[config.mk]
export PLATFORM = sky130hd
export DESIGN_NAME = button_debouncer
export DESIGN_NICKNAME = d
export VERILOG_FILES = /design/src/rtl/debounce_pkg.sv /design/src/rtl/sync_2ff.sv /design/src/rtl/button_debouncer.sv
export SDC_FILE = /design/constraint.sdc
export NUM_CORES = 1
export LEC_CHECK = 0
export ABC_CLOCK_PERIOD_IN_PS = 2500
export CAP_MARGIN = 40
export CORE_MARGIN = 2
export CORE_UTILIZATION = 59
export CTS_CLUSTER_DIAMETER = 80
export DETAILED_ROUTE_END_ITERATION = 16
export PLACE_DENSITY = 0.8
export SYNTH_ARGS = -nofsm -noshare
export SYNTH_HDL_FRONTEND = slang
export SYNTH_SLANG_ARGS = --single-unit
export TNS_END_PERCENT = 5
[constraint.sdc]
create_clock -name clk -period 2.5 [get_ports clk]
set_input_delay 0.5 -clock clk [delete_from_list [all_inputs] [get_ports clk]]
set_output_delay 0.5 -clock clk [all_outputs]
set_load 0.01 [all_outputs]
[src/rtl/debounce_pkg.sv]
// Shared definitions for the push-button debouncer: FSM state encoding,
// the default stability window and small state-decoding helpers.
package debounce_pkg;

    // 5 ms at 100 MHz
    localparam int STABLE_CYCLES_DEFAULT = 500000;

    typedef enum logic [1:0] {
        LOW       = 2'd0,
        WAIT_HIGH = 2'd1,
        HIGH      = 2'd2,
        WAIT_LOW  = 2'd3
    } state_t;

    // Output level presented while in a given state.
    function automatic logic level_of(input state_t s);
        return (s == HIGH) || (s == WAIT_LOW);
    endfunction

    // True while a level change is being qualified.
    function automatic logic is_wait(input state_t s);
        return (s == WAIT_HIGH) || (s == WAIT_LOW);
    endfunction

endpackage

[src/rtl/sync_2ff.sv]
// Two-flop synchronizer for asynchronous external inputs.
// Ports: clk, rst (async, active-high), d (async input), q (synchronized).
module sync_2ff (
    input  logic clk,
    input  logic rst,
    input  logic d,
    output logic q
);

    logic meta;

    always_ff @(posedge clk or posedge rst) begin
        if (rst) begin
            meta <= 1'b0;
            q    <= 1'b0;
        end else begin
            meta <= d;
            q    <= meta;
        end
    end

endmodule

[src/rtl/button_debouncer.sv]
// Debounces a raw button/switch level into a clean level synchronous to clk.
// Ports: clk, rst (async, active-high), raw_in (async raw level),
// db_out (debounced level, registered from the FSM).
// Optional macro DEBOUNCE_BUSY_EN adds output busy (high while qualifying).
module button_debouncer
    import debounce_pkg::*;
#(
    parameter int STABLE_CYCLES = STABLE_CYCLES_DEFAULT
) (
    input  logic clk,
    input  logic rst,
    input  logic raw_in,
    output logic db_out
`ifdef DEBOUNCE_BUSY_EN
    ,
    output logic busy
`endif
);

    localparam int CNT_WIDTH = $clog2(STABLE_CYCLES);
    localparam logic [CNT_WIDTH-1:0] CNT_LAST = CNT_WIDTH'(STABLE_CYCLES - 1);

    logic                 sig_s;
    state_t               state;
    state_t               state_nx;
    logic [CNT_WIDTH-1:0] cnt;
    logic [CNT_WIDTH-1:0] cnt_nx;

    sync_2ff u_sync (
        .clk (clk),
        .rst (rst),
        .d   (raw_in),
        .q   (sig_s)
    );

    // The counter is cleared on every state change, so the compare against
    // CNT_LAST alone keeps it from wrapping.
    always_comb begin
        state_nx = state;
        cnt_nx   = cnt;
        case (state)
            LOW: begin
                if (sig_s) begin
                    state_nx = WAIT_HIGH;
                    cnt_nx   = '0;
                end
            end
            WAIT_HIGH: begin
                if (!sig_s) begin
                    state_nx = LOW;
                    cnt_nx   = '0;
                end else if (cnt == CNT_LAST) begin
                    state_nx = HIGH;
                    cnt_nx   = '0;
                end else begin
                    cnt_nx = cnt + CNT_WIDTH'(1);
                end
            end
            HIGH: begin
                if (!sig_s) begin
                    state_nx = WAIT_LOW;
                    cnt_nx   = '0;
                end
            end
            WAIT_LOW: begin
                if (sig_s) begin
                    state_nx = HIGH;
                    cnt_nx   = '0;
                end else if (cnt == CNT_LAST) begin
                    state_nx = LOW;
                    cnt_nx   = '0;
                end else begin
                    cnt_nx = cnt + CNT_WIDTH'(1);
                end
            end
            default: begin
                state_nx = LOW;
                cnt_nx   = '0;
            end
        endcase
    end

    // Outputs are registered from the next state so they line up with it.
    always_ff @(posedge clk or posedge rst) begin
        if (rst) begin
            state  <= LOW;
            cnt    <= '0;
            db_out <= 1'b0;
`ifdef DEBOUNCE_BUSY_EN
            busy   <= 1'b0;
`endif
        end else begin
            state  <= state_nx;
            cnt    <= cnt_nx;
            db_out <= level_of(state_nx);
`ifdef DEBOUNCE_BUSY_EN
            busy   <= is_wait(state_nx);
`endif
        end
    end

endmodule

==> results.ini, run 1 <==
[run_status]
status=complete, no violations

[sta]
drv_slew=0
tns_ns=0
relSlewSlack_pct=63.4
layout_min_cycle_time_ns=2.27
worst-slew-pin-transition_ns=0.547
fin_crit_sh_pct=90.6
fmax_ghz=0.441
fin_worst_skew_ns=0.00283
hold_viol_final=0
rsz0062_at_grt=false
setup_viol=0

[place]
gp_congestion=0.939
post-dp-hpwl_um=1820
io_buffers=3

[cells_and_area]
layout-area-overhead-vs-synth_pct=11.4
nets=140
layout-drive-gt1-share_pct=14.8
final_cell_mix=dfrtp_1 (24), nor2_1 (16), nand2_1 (12), xor2_1 (8), nand3_1 (8)
antenna_cells=0
mostFrequentLayoutCell=dfrtp_1
fin_util_pct=70.5

[critical_path]
worstPathCellList=or4b_1 -> or4_4 -> o31ai_2 -> o22ai_1 -> a22o_1
cp-end-kind=flop
cp.required_ns=2.73
timing.rr.start=cnt[7]$_DFFE_PP0P_
criticalPathCategory=reg -> reg
cp_max_fo=5
slowest_stage=or4b_1
cp.arrival_ns=2.49
ff2ff_setup_slack_ns=0.23
reg2regPathDepth=5
path_buf_inv=0
crit_family=simple AND/OR/NAND/NOR gates
max_stage_delay_ns=0.53
endpoint=cnt[8]$_DFFE_PP0P_
path_depth=5
r2r-end=cnt[8]$_DFFE_PP0P_
critPathLaunchType=flop
startpoint=cnt[7]$_DFFE_PP0P_

[floorplan]
num_io_pins=4
die_x_um=50.1
dieArea_mm2=0.00251
start_util_pct=63.3
die_y_um=50.1
row_count=16
coreArea_mm2=0.00198

[yosys]
syn-cell-area_mm2=0.00125
ys_ff_latch=24
synthCells=125
synth-seq-area-share_pct=47.9
synth_edf_count=0
syn_nets=129
synth.area.mux_share_pct=1.79
synth_cell_types=36
synth-simple-area-share_pct=26.7
synthAdderAreaFrac_pct=0.997
synth-xor-area-share_pct=7.68
synth_compound_area_share_pct=13.2
synth_warnings=0
synth_top_family_by_area=simple AND/OR/NAND/NOR gates
yosys_most_used_dff=dfrtp_1
synthArstFlopShare_pct=100
syn_area_per_cell_um2=10.0

[clock_network]
cts.repair.resized=0
holdBufCountCts=0
clk-insertion-delay-late_ns=0.32
clock-sinks=24
cts_tree=yes
root_buffer=clkbuf_4
clkTransAtPathRegs_ns=0.13
cts_max_level=1
clk_path_buf_depth=2
cts_setup_buffers=0
tritoncts.num_buffers=3

[global_route]
grt_pass1_wl_um=4380
grtUsageTotal_pct=23.1
grt_overflow=0
grt_max_degree=25
grt_pass1_vias=967
antenna_found_initial=0

[run]
max_cap_viol_count=0

[hold_path]
hold_path.class=reg -> reg

[power_and_ir_drop]
power_mw=0.721
p_per_area_mw_per_mm2=516
p_leak_nw=0.611
irDropWorstVdd_uv=414

[detailed_routing]
ant_nets=0
drt-total-wl_um=2510
num_vias=1009
drc=0
wire_per_inst_um=15.5
drt_first_pass_iters=6
initialDrtViolationCount=56
vias_per_cell=6.23

[final cells by class]
cell class / count / area [µm²]
Fill cell: 144 / 584
Clock buffer: 3 / 22.5
Inverter: 5 / 18.8
Multi-Input combinational cell: 95 / 632
Sequential cell: 24 / 601
Clock inverter: 1 / 30.0
Tap cell: 27 / 33.8
Timing Repair Buffer: 7 / 60.1
[where the power goes]
part,internal (mW),switching (mW),total [mW]
Sequential,0.393,0.00472,0.398
Clock,0.162,0.118,0.280
Combinational,0.0152,0.0275,0.0427
[synthesized netlist by cell type (2+ instances only)]
library cell	n	area, µm²
dfrtp_1	24	601
nor2_1	16	60.1
nand2_1	12	45.0
nand3_1	8	40.0
xor2_1	8	70.1
nand4_1	6	37.5
o21ai_0	6	30.0
inv_1	5	18.8
a21oi_1	3	15.0
or3_2	3	22.5
xnor2_1	3	26.3
a211oi_1	2	15.0
a21o_1	2	15.0
a22o_1	2	17.5
and4_1	2	17.5
mux2_2	2	22.5
or3_1	2	12.5
[through the flow]
stage	area, µm²	worst slack (ns)	instances	hold slack (ns)
after floorplan	1250	0.400	125	0.331
after global placement	1340	0.339	157	0.334
after detailed placement	1350	0.272	158	0.337
after CTS	1400	0.244	162	0.367
after global routing	1400	0.132	162	0.372
final	1400	0.234	162	0.364
[per-layer routing]
| metal | vias up | track usage, % | part of all wire [%] |
|---|---|---|---|
| li1 | 477 | - | - |
| met3 | 3 | 4.85 | 6.8 |
| met4 | 0 | 6.94 | 0.92 |
| met2 | 36 | 35.5 | 47 |
| met1 | 493 | 32.7 | 45 |
| met5 | - | 0 | 0 |
[registers in the layout, indices dropped and copies added, names as in the netlist]
| register | flops |
|---|---|
| db_out | 1 |
| u_sync.q | 1 |
| u_sync.meta | 1 |
| state | 2 |
| cnt | 19 |
[cells by family after synthesis]
family / count (synthesis)
AOI/OAI and AO/OA: 22
muxes: 2
DFF: 24
adders and majority gates: 1
buffers and inverters: 6
and+or+nand+nor: 59
xor gates and xnor gates: 11
[worst min-delay path by stage]
stage                     startpoint            endpoint  slack (ns)  depth (start not counted)
4_1_cts        u_sync.meta$_DFF_PP0_  u_sync.q$_DFF_PP0_        0.37                          0
5_1_grt        u_sync.meta$_DFF_PP0_  u_sync.q$_DFF_PP0_        0.37                          0
2_1_floorplan  u_sync.meta$_DFF_PP0_  u_sync.q$_DFF_PP0_        0.33                          0
3_5_place_dp   u_sync.meta$_DFF_PP0_  u_sync.q$_DFF_PP0_        0.34                          0
3_3_place_gp   u_sync.meta$_DFF_PP0_  u_sync.q$_DFF_PP0_        0.33                          0
6_report       u_sync.meta$_DFF_PP0_  u_sync.q$_DFF_PP0_        0.36                          0
No activity file was read; power rests on OpenSTA's default activity.
==> run 2: changes to the inputs <==
--- a/config.mk
+++ b/config.mk
@@ -10,6 +10,7 @@
 export CORE_MARGIN = 2
 export CORE_UTILIZATION = 59
 export CTS_CLUSTER_DIAMETER = 80
+export CTS_CLUSTER_SIZE = 28
 export DETAILED_ROUTE_END_ITERATION = 16
 export PLACE_DENSITY = 0.8
 export SYNTH_ARGS = -nofsm -noshare
==> results of run 2 <==
Same layout as run 1: the final DEF is identical, and so are final timing and power.
